--- src/rtl/io_fabric_if.sv ---
// Upstream Wishbone port of io_fabric: the bus master drives the request,
// the fabric returns read data and completion/error.
interface io_fabric_if #(
  parameter int unsigned ADR_W = 17
);
  logic             cyc_i;
  logic             stb_i;
  logic             we_i;
  logic [ADR_W-1:0] adr_i;
  logic [3:0]       sel_i;
  logic [31:0]      dat_i;
  logic [31:0]      dat_o;
  logic             ack_o;
  logic             err_o;

  modport master (
    output cyc_i, stb_i, we_i, adr_i, sel_i, dat_i,
    input  dat_o, ack_o, err_o
  );

  modport slave (
    input  cyc_i, stb_i, we_i, adr_i, sel_i, dat_i,
    output dat_o, ack_o, err_o
  );
endinterface

--- src/rtl/io_fabric.sv ---
// Wishbone IO fabric: decodes adr[15:12] into a local register block or one of
// NCH downstream channels, with bus-error timeout and interrupt aggregation.
module io_fabric #(
  parameter int unsigned NCH     = 12,
  parameter int unsigned ADR_W   = 17,
  parameter int unsigned TIMEOUT = 255,
  parameter int unsigned NIRQ    = 8
) (
  input  logic              clk_i,
  input  logic              rst_i,
  io_fabric_if.slave        bus,
  output logic              s_cyc_o,
  output logic [NCH-1:0]    s_stb_o,
  output logic              s_we_o,
  output logic [ADR_W-1:0]  s_adr_o,
  output logic [3:0]        s_sel_o,
  output logic [31:0]       s_dat_o,
  input  logic [NCH*32-1:0] s_dat_i,
  input  logic [NCH-1:0]    s_ack_i,
  input  logic [NIRQ-1:0]   irq_i,
  output logic              irq_o
);

  localparam int unsigned CNT_W = 16;

  typedef enum logic [1:0] {IDLE, BUSY, DONE, ERR} state_t;

  state_t            state_q;
  logic [3:0]        sel_q;
  logic [CNT_W-1:0]  wait_q;
  logic [NIRQ-1:0]   mask_q;
  logic [31:0]       scratch_q;
  logic [15:0]       err_count_q;
  logic [3:0]        last_err_sel_q;

  logic              chan_hit;
  logic              chan_ack;
  logic [31:0]       chan_dat;
  logic [31:0]       local_rd;

  assign s_we_o  = bus.we_i;
  assign s_adr_o = bus.adr_i;
  assign s_sel_o = bus.sel_i;
  assign s_dat_o = bus.dat_i;
  assign s_cyc_o = (state_q == BUSY) && chan_hit;

  function automatic logic [31:0] byte_merge(input logic [31:0] old_v,
                                             input logic [31:0] new_v,
                                             input logic [3:0]  be);
    logic [31:0] r;
    r = old_v;
    for (int b = 0; b < 4; b++) begin
      if (be[b]) r[8*b +: 8] = new_v[8*b +: 8];
    end
    return r;
  endfunction

  // Channel decode of the latched selector; strobes only while BUSY.
  always_comb begin
    chan_hit = 1'b0;
    chan_ack = 1'b0;
    chan_dat = '0;
    s_stb_o  = '0;
    for (int k = 0; k < NCH; k++) begin
      if (sel_q == 4'(k + 1)) begin
        chan_hit = 1'b1;
        chan_ack = s_ack_i[k];
        chan_dat = s_dat_i[32*k +: 32];
        if (state_q == BUSY) s_stb_o[k] = 1'b1;
      end
    end
  end

  always_comb begin
    local_rd = '0;
    case (bus.adr_i[3:2])
      2'd0: local_rd = 32'(irq_i & mask_q);
      2'd1: local_rd = 32'(mask_q);
      2'd2: local_rd = {12'h000, last_err_sel_q, err_count_q};
      2'd3: local_rd = scratch_q;
      default: local_rd = '0;
    endcase
  end

  always_ff @(posedge clk_i) begin
    if (!rst_i) begin
      state_q        <= IDLE;
      sel_q          <= '0;
      wait_q         <= '0;
      mask_q         <= '0;
      scratch_q      <= '0;
      err_count_q    <= '0;
      last_err_sel_q <= '0;
      bus.dat_o      <= '0;
      bus.ack_o      <= 1'b0;
      bus.err_o      <= 1'b0;
      irq_o          <= 1'b0;
    end else begin
      bus.ack_o <= 1'b0;
      bus.err_o <= 1'b0;
      irq_o     <= |(irq_i & mask_q);
      case (state_q)
        IDLE: begin
          if (bus.cyc_i && bus.stb_i) begin
            state_q <= BUSY;
            sel_q   <= bus.adr_i[15:12];
            wait_q  <= '0;
          end
        end
        BUSY: begin
          if (!bus.cyc_i) begin
            state_q <= IDLE;
          end else if (sel_q == 4'd0) begin
            state_q   <= DONE;
            bus.ack_o <= 1'b1;
            if (bus.we_i) begin
              case (bus.adr_i[3:2])
                2'd1:    mask_q    <= NIRQ'(byte_merge(32'(mask_q), bus.dat_i, bus.sel_i));
                2'd3:    scratch_q <= byte_merge(scratch_q, bus.dat_i, bus.sel_i);
                default: ;
              endcase
            end else begin
              bus.dat_o <= local_rd;
            end
          end else if (chan_hit && chan_ack) begin
            // An ack on the timeout cycle still completes normally.
            state_q   <= DONE;
            bus.ack_o <= 1'b1;
            if (!bus.we_i) bus.dat_o <= chan_dat;
          end else if (!chan_hit || wait_q == CNT_W'(TIMEOUT - 1)) begin
            state_q        <= ERR;
            bus.err_o      <= 1'b1;
            last_err_sel_q <= sel_q;
            if (err_count_q != 16'hFFFF) err_count_q <= err_count_q + 16'd1;
            wait_q         <= wait_q + CNT_W'(1);
          end else begin
            wait_q <= wait_q + CNT_W'(1);
          end
        end
        DONE:    state_q <= IDLE;
        ERR:     state_q <= IDLE;
        default: state_q <= IDLE;
      endcase
    end
  end

endmodule

--- src/flat_wrapper.sv ---
// flat-port wrapper written by rule: the top's interface ports become plain ports
module io_fabric_flat 
#(
  parameter int unsigned NCH     = 12,
  parameter int unsigned ADR_W   = 17,
  parameter int unsigned TIMEOUT = 255,
  parameter int unsigned NIRQ    = 8
)
  (clk_i, rst_i, s_cyc_o, s_stb_o, s_we_o, s_adr_o, s_sel_o, s_dat_o, s_dat_i, s_ack_i, irq_i, irq_o, bus_cyc_i, bus_stb_i, bus_we_i, bus_adr_i, bus_sel_i, bus_dat_i, bus_dat_o, bus_ack_o, bus_err_o);
  io_fabric_if #(.ADR_W(ADR_W)) bus_i ();
  input  logic clk_i;
  input  logic rst_i;
  output logic s_cyc_o;
  output logic [NCH-1:0] s_stb_o;
  output logic s_we_o;
  output logic [ADR_W-1:0] s_adr_o;
  output logic [3:0] s_sel_o;
  output logic [31:0] s_dat_o;
  input  logic [NCH*32-1:0] s_dat_i;
  input  logic [NCH-1:0] s_ack_i;
  input  logic [NIRQ-1:0] irq_i;
  output logic irq_o;
  input wire logic [$bits(bus_i.cyc_i)-1:0] bus_cyc_i;
  input wire logic [$bits(bus_i.stb_i)-1:0] bus_stb_i;
  input wire logic [$bits(bus_i.we_i)-1:0] bus_we_i;
  input wire logic [$bits(bus_i.adr_i)-1:0] bus_adr_i;
  input wire logic [$bits(bus_i.sel_i)-1:0] bus_sel_i;
  input wire logic [$bits(bus_i.dat_i)-1:0] bus_dat_i;
  output wire logic [$bits(bus_i.dat_o)-1:0] bus_dat_o;
  output wire logic [$bits(bus_i.ack_o)-1:0] bus_ack_o;
  output wire logic [$bits(bus_i.err_o)-1:0] bus_err_o;
  assign bus_i.cyc_i = bus_cyc_i;
  assign bus_i.stb_i = bus_stb_i;
  assign bus_i.we_i = bus_we_i;
  assign bus_i.adr_i = bus_adr_i;
  assign bus_i.sel_i = bus_sel_i;
  assign bus_i.dat_i = bus_dat_i;
  assign bus_dat_o = bus_i.dat_o;
  assign bus_ack_o = bus_i.ack_o;
  assign bus_err_o = bus_i.err_o;
  io_fabric #(.NCH(NCH), .ADR_W(ADR_W), .TIMEOUT(TIMEOUT), .NIRQ(NIRQ)) u_core (.clk_i(clk_i), .rst_i(rst_i), .bus(bus_i), .s_cyc_o(s_cyc_o), .s_stb_o(s_stb_o), .s_we_o(s_we_o), .s_adr_o(s_adr_o), .s_sel_o(s_sel_o), .s_dat_o(s_dat_o), .s_dat_i(s_dat_i), .s_ack_i(s_ack_i), .irq_i(irq_i), .irq_o(irq_o));
endmodule
--- config.mk ---
export PLATFORM = sky130hd
export DESIGN_NAME = io_fabric_flat
export DESIGN_NICKNAME = d
export VERILOG_FILES = /design/src/rtl/io_fabric_if.sv /design/src/rtl/io_fabric.sv /design/src/flat_wrapper.sv
export SDC_FILE = /design/constraint.sdc
export NUM_CORES = 1
export LEC_CHECK = 0
export CAP_MARGIN = 20
export CORE_AREA = 2 2 221 223
export CTS_CLUSTER_DIAMETER = 60
export DETAILED_ROUTE_END_ITERATION = 8
export DIE_AREA = 0 0 223 225
export GPL_TIMING_DRIVEN = 0
export HOLD_SLACK_MARGIN = 0.15
export SETUP_SLACK_MARGIN = 0.5
export SLEW_MARGIN = 10
export SYNTH_ARGS = -nofsm -noshare
export SYNTH_HDL_FRONTEND = slang
export SYNTH_SLANG_ARGS = --single-unit
--- constraint.sdc ---
create_clock -name clk_i -period 2.4 [get_ports clk_i]
set_input_delay 0.6 -clock clk_i [delete_from_list [all_inputs] [get_ports clk_i]]
set_output_delay 0.6 -clock clk_i [all_outputs]
set_load 0.01 [all_outputs]
==> run summary, run 1 <==
Status = finished, violations left
Failing checks = negative setup slack
Reg2Reg Depth = 10
Ports = 564
All-Layer GR Usage = 0.295
Flops & latches, synth = 117
Fin. Hold Viols = 0
Vias in the first global route = 14,100
First-pass GRT wire length = 106,000 µm
DRT iter0 DRCs = 1,363
Post-route minimum period = 2.48 ns
Full die area = 50,200 µm²
Critical path class = reg2out
HP Start = u_core.scratch_q[22]
Syn-to-layout area delta = 118%
Clock skew = 0.00917 ns
Detailed Place HPWL = 61,800 µm
Initial antenna violation count = 12
Post-place setup slack = -1.10 ns
GPL Wtd Cong = 0.960
Rel. slew slack = 0.288
Router iterations before antenna repair = 5
Fill cell count = 4,663
Post-synth EDFFs = 0
Via Count = 14,300
Synth top area cells = dfxtp_1, a21oi_1, mux2i_1, nor2_1, o21ai_0
Net Count, Synth = 1,803
Finish-stage setup viols = 23
Die Ht = 225 µm
Post-DP Area = 16,500 µm²
Register area = 2360 µm²
DR DRC count = 0
Setup slack, reg-to-reg = -0.04 ns
Reg2reg start = u_core.sel_q[2]
Routed len/inst = 29.2 µm
CTS Hold Bufs = 0
RSZ-0062 raised after global routing = yes
Min-Delay Endpoint = u_core.scratch_q[22]
Final Power = 0.00724 W
Number of CTS-inserted buffers = 17
Post-synthesis cell type count = 77
Multi-input logic area = 8470 µm²
Fmax achieved = 404 MHz
Worst-path clk slew = 0.06 ns
H-tree depth = 4
Clk sink count = 117
Post-synth top area share = 0.243
Final #Nets = 2,501
Syn Std Cell Area = 9640 µm²
Synth area leader = dfxtp_1
Final worst setup slack = -0.0752 ns
Share of cells above drive strength 1 = 0.361
Hold Slack = 0.460 ns
Crit share post-route = 1.03
CTS Buffer Depth = 2
End-of-flow core utilization = 0.442
Crit-path max FO = 7
Max-cap violations = 0
PortBufs = 547
Clock Latency Late Sink = 0.42 ns
Core area = 47,500 µm²
Leakage = 7.94 nW
Pwr Density = 345 nW/µm²
Hold Path Depth = 2
Pins over their slew limit = 0
Overflow after GRT = 0
Worst r2r dst = u_core.err_count_q[15]
Pin count of the biggest net entering global routing = 17
CP Capture Type = output pin
Die X = 223 µm
Synthesized area per cell = 7.20 µm²
Synth Flop Type = dfxtp_1
Vias per cell = 5.37
Root buf cell = clkbuf_16
Arr. time, crit path = 1.88 ns
Final WL = 78,000 µm
# rows = 80
Peak supply drop = 0.000334 V
Synth Instances = 1,338
Register area share after synthesis = 0.243
Worst Hold Class = reg2reg
ANT nets after route = 0
Critical Path RT = 1.80 ns
Design area = 21,000 µm²
Worst-Margin Slew = 1.07 ns
Synth Warn # = 0
Ys async rst share = 0
CTS tree = built
Initial Util = 0.203
Synth cell count leaders = a21oi_1, nor2_1, nand2_1, dfxtp_1, o21ai_0
Worst setup SP type = flop
-- area by class of cell --
type	count	area share
antenna	9	0.00107
clock buffer	17	0.0203
timing repair buffer	679	0.334
multi-input combinational	1033	0.403
inverter	11	0.00250
buffer	177	0.0838
clock inverter	15	0.00572
sequential	117	0.113
tap	615	0.0366
-- timing repair --
| action | in CTS | in global routing |
|---|---|---|
| resized for setup | 655 | 241 |
| setup endpoints to repair | 201 | 165 |
| buffers inserted | 80 | 37 |
| pin swaps | 149 | 101 |
| cloned | 13 | 2 |
-- kinds of logic after synthesis --
logic type | after synthesis | synth area share
AND/OR/NAND/NOR | 435 | 0.210
XOR/XNOR | 16 | 0.0145
adder cells (fa/ha/maj) | 3 | 0.00390
AO/OA/AOI/OAI | 491 | 0.328
flip-flops | 117 | 0.243
buffers and inverters | 188 | 0.104
multiplexers | 88 | 0.0972
-- worst max-delay path, stage by stage, from the launching register on --
cell and delay [ns]:
dfxtp_4 0.39, buf_8 0.15, buf_12 0.13, buf_12 0.13, nand4b_1 0.14, buf_6 0.18
buf_8 0.13, nor2_4 0.09, buf_6 0.11
-- worst max-delay path by stage --
stage / start / endpoint / slack [ns] / cells past startpoint
final: u_core.sel_q[1] / s_stb_o[6] / -0.08 / 8
after CTS: u_core.sel_q[1] / s_stb_o[6] / -0.04 / 8
after global placement: u_core.sel_q[1] / u_core.bus.dat_o[2] / -1.10 / 10
after global routing: u_core.sel_q[2] / u_core.last_err_sel_q[0] / -0.13 / 10
after floorplan: s_ack_i[8] / u_core.err_count_q[15] / 0.15 / 9
after detailed placement: u_core.sel_q[1] / u_core.bus.dat_o[2] / -1.10 / 10
-- flip-flops by register name (all words and copies together) (netlist names) --
signal,count
u_core.state_q,2
u_core.bus.err_o,1
u_core.scratch_q,32
u_core.last_err_sel_q,4
u_core.irq_o,1
u_core.bus.ack_o,1
u_core.mask_q,8
u_core.err_count_q,16
u_core.sel_q,4
u_core.wait_q,16
u_core.bus.dat_o,32
-- cells in the final DEF, fill, tap and decap left out, drive strengths merged, types with 5 or more instances in the layout --
| cell | synthesis | layout |
|---|---|---|
| a211oi | 8 | 8 |
| a21oi | 150 | 150 |
| a221oi | 7 | 7 |
| a22oi | 45 | 45 |
| a2bb2oi | 16 | 16 |
| a31oi | 6 | 6 |
| and3 | 11 | 11 |
| buf | 112 | 264 |
| clkbuf | 65 | 77 |
| clkdlybuf4s15 | 0 | 33 |
| clkdlybuf4s50 | 0 | 420 |
| clkinv | 0 | 6 |
| dfxtp | 117 | 117 |
| diode | 0 | 9 |
| dlygate4sd2 | 0 | 43 |
| dlymetal6s2s | 0 | 35 |
| inv | 11 | 16 |
| mux2 | 25 | 25 |
| mux2i | 61 | 61 |
| nand2 | 135 | 135 |
| nand2b | 18 | 18 |
| nand3 | 53 | 53 |
| nand4 | 11 | 11 |
| nor2 | 151 | 151 |
| nor2b | 13 | 13 |
| nor3 | 16 | 16 |
| nor4 | 7 | 7 |
| o211ai | 7 | 7 |
| o21a | 5 | 5 |
| o21ai | 113 | 113 |
| o221a | 12 | 12 |
| o221ai | 19 | 19 |
| o22a | 12 | 12 |
| o22ai | 54 | 54 |
| xnor2 | 15 | 15 |
-- where the power goes --
group / switching (W) / total, W / internal [W]
clock network: 0.00104 / 0.00238 / 0.00134
logic: 0.00140 / 0.00288 / 0.00149
registers: 0.0000204 / 0.00198 / 0.00196
-- stage by stage --
step           TNS, ns  instances
4_1_cts         -0.403       2625
5_1_grt          -2.87       2671
6_report        -0.529       2673
3_5_place_dp    -54.46       2500
3_3_place_gp    -53.38       2500
2_1_floorplan        0       1338
-- layer usage --
metal / routed length [µm] / share of wire / GRT usage / vias to the layer above
met5: 40 / 0.00051 / 0 / -
met4: 3650 / 0.047 / 0.122 / 6
met3: 6740 / 0.086 / 0.0613 / 165
met2: 36000 / 0.46 / 0.489 / 849
met1: 31600 / 0.40 / 0.372 / 7026
li1: - / - / - / 6298
(Power assumes the default switching activity.)
==> run 2, diff against run 1 <==
Settings changed: ABC_CLOCK_PERIOD_IN_PS set to 2400, CTS_BUF_LIST set to sky130_fd_sc_hd__clkbuf_8.
==> run summary, run 2 (same netlist as run 1, synthesis figures left out) <==
Number of CTS-inserted buffers = 17 (unchanged)
Router iterations before antenna repair = 8 (+3)
Fmax achieved = 401 MHz (-0.65%)
Psw = 0.00232 W (-5.6%)
Status = finished, violations left
Biggest regs = u_core.bus.dat_o: 32 flops, u_core.scratch_q: 32 flops
Reg2reg start = u_core.sel_q[0]
PortBufs = 547 (unchanged)
Clock Latency Late Sink = 0.45 ns (+0.03 ns)
Leakage = 7.54 nW (-5.1%)
Final worst setup slack = -0.0913 ns (-0.0161 ns)
Syn-to-layout area delta = 108%
CTS Hold Bufs = 0 (unchanged)
Internal = 0.00410 W (-14%)
Root buf cell = clkbuf_8
CTS tree = built
Die Ht = 225 µm (unchanged)
Setup TNS = -1.59 ns (-1.06 ns)
First-pass GRT wire length = 105,000 µm (-0.76%)
Critical path origin = s_ack_i[2]
# rows = 80 (unchanged)
Routed len/inst = 29.3 µm (+0.48%)
Detailed Place HPWL = 61,800 µm (unchanged)
Multi-input logic area = 8150 µm² (-3.8%)
Core area = 47,500 µm² (unchanged)
Worst-path clk slew = 0.08 ns (+0.02 ns)
Share of cells above drive strength 1 = 0.319 (-0.0417)
Critical Path RT = 2.78 ns (+0.98 ns)
H-tree depth = 4 (unchanged)
ANT nets after route = 0 (unchanged)
Worst path buffer plus inverter count = 3 (-3)
Crit-path max FO = 10 (+3)
Worst Hold Class = reg2reg
Post-place setup slack = -1.10 ns (unchanged)
Clk pwr share = 0.261 (-0.067)
Full die area = 50,200 µm² (unchanged)
Sw frac = 0.361 (+0.0219)
Finish-stage setup viols = 43 (+87%)
CP Capture Type = flop
Commonest non-fill, non-tap cell in the layout = clkdlybuf4s50_1
Die X = 223 µm (unchanged)
Overflow after GRT = 0 (unchanged)
Max-cap violations = 0 (unchanged)
Pwr Density = 321 nW/µm² (-6.9%)
Register area = 2360 µm² (unchanged)
Worst-Margin Slew = 1.11 ns (+0.0379 ns)
Most frequent cells in the layout = clkdlybuf4s50_1, nor2_1, buf_4
RSZ-0062 raised after global routing = yes
Ports = 564 (unchanged)
Failing checks = negative setup slack
CTS Buffer Depth = 2 (unchanged)
Crit-path max cell delay = 0.46 ns (+0.07 ns)
Vias per cell = 5.41 (+0.75%)
DRT iter0 DRCs = 1,345 (-1.3%)
HP Start = u_core.bus.dat_o[5]
Top delay family on crit path = compound AO/OA/AOI/OAI gates
Arr. time, crit path = 2.87 ns (+0.99 ns)
GPL Wtd Cong = 0.960 (unchanged)
Pin count of the biggest net entering global routing = 17 (unchanged)
Critical path class = in2reg
Gate power share = 0.432 (+0.034)
Final #Nets = 2,471 (-1.2%)
DR DRC count = 0 (unchanged)
Final WL = 77,500 µm (-0.69%)
Peak supply drop = 0.000231 V (-31%)
Clk sink count = 117 (unchanged)
Via Count = 14,300 (-0.42%)
Worst-path cell chain = clkdlybuf4s50_1, and3b_1, nor4_4, o2bb2ai_4, a21oi_4, o21a_2, buf_6, buf_8, o2111ai_1, a21oi_1
Clock skew = 0.0104 ns (+0.00119 ns)
Final Power = 0.00642 W (-11%)
Fill cell count = 4,748 (+1.8%)
End-of-flow core utilization = 0.421 (-0.0207)
Part of the power in registers = 0.307 (+0.034)
Pins over their slew limit = 0 (unchanged)
Initial antenna violation count = 7 (-5)
Crit share post-route = 1.04 (+0.00670)
Post-route minimum period = 2.49 ns (+0.0161 ns)
Worst setup SP type = primary input
Rel. slew slack = 0.263 (-0.0253)
Worst path slowest cell = clkdlybuf4s50_1
Vias in the first global route = 13,900 (-1.3%)
Fin. Hold Viols = 0 (unchanged)
Initial Util = 0.203 (unchanged)
All-Layer GR Usage = 0.294 (-0.00134)
run 2: cell types whose count changed in the layout (fill, tap and decap cells not counted), moves of 10 or more:
cell,previous run,this run
o21ai_0,63,78
buf_4,136,124
a21oi_2,67,56
nand2_1,87,101
buf_6,53,42
o21ai_2,23,12
clkbuf_16,28,8
clkbuf_8,4,24
a21oi_1,77,87
run 2: what timing repair did:
| action | CTS | global route |
|---|---|---|
| endpoints found under the hold margin | 0 | 0 |
| pin swaps | 128 | 81 |
| buffers inserted | 67 | 23 |
| cloned | 10 | 2 |
| setup endpoints to repair | 202 | 164 |
| gates resized for setup | 579 | 197 |
run 2: worst register-to-register path, delay by kind of cell (launching register included):
| kind | cells | cell delay [ns] |
|---|---|---|
| AOI/OAI and AO/OA | 4 | 0.95 |
| buffers and inverters | 4 | 0.91 |
| DFF | 1 | 0.31 |
| and+or+nand+nor | 1 | 0.21 |
run 2: worst paths after layout:
kind	end	slack, ns	cells after the start
max reg2reg	u_core.bus.dat_o[29]	-0.08	9
min reg2reg	u_core.bus.dat_o[5]	0.45	2
min	u_core.bus.dat_o[5]	0.45	2
max	u_core.bus.dat_o[5]	-0.09	10
run 2: routing by layer:
metal | part of all wire | global-route usage
met4 | 0.044 | 0.109
met1 | 0.41 | 0.370
met5 | 0 | 0
met2 | 0.46 | 0.492
met3 | 0.087 | 0.0623
run 2: power by group through the flow:
stage               Clock (W)  Combinational (W)  Sequential, W
detailed placement          0            0.00226        0.00202
finish                0.00167            0.00278        0.00197
floorplan                   0           0.000847        0.00202
global placement            0            0.00226        0.00202
CTS                   0.00169            0.00261        0.00197
global route          0.00177            0.00288        0.00198
run 2: final cells by class:
cell class,instances,share of cell area
repair buffers,649,0.329
flip-flops and latches,117,0.118
well taps,615,0.0384
clock buffers,17,0.0117
diodes,8,0.00100
multi-input cells,1033,0.407
inverters,11,0.00238
plain buffers,177,0.0859
clock inverters,15,0.00600
run 2: stage by stage:
stage	std cells	area, µm²	hold slack, ns
finish	2642	20000	0.455
global route	2640	20000	0.485
CTS	2609	19000	0.461
detailed placement	2500	16500	0.447
global placement	2500	16500	0.442
floorplan	1338	10300	0.427
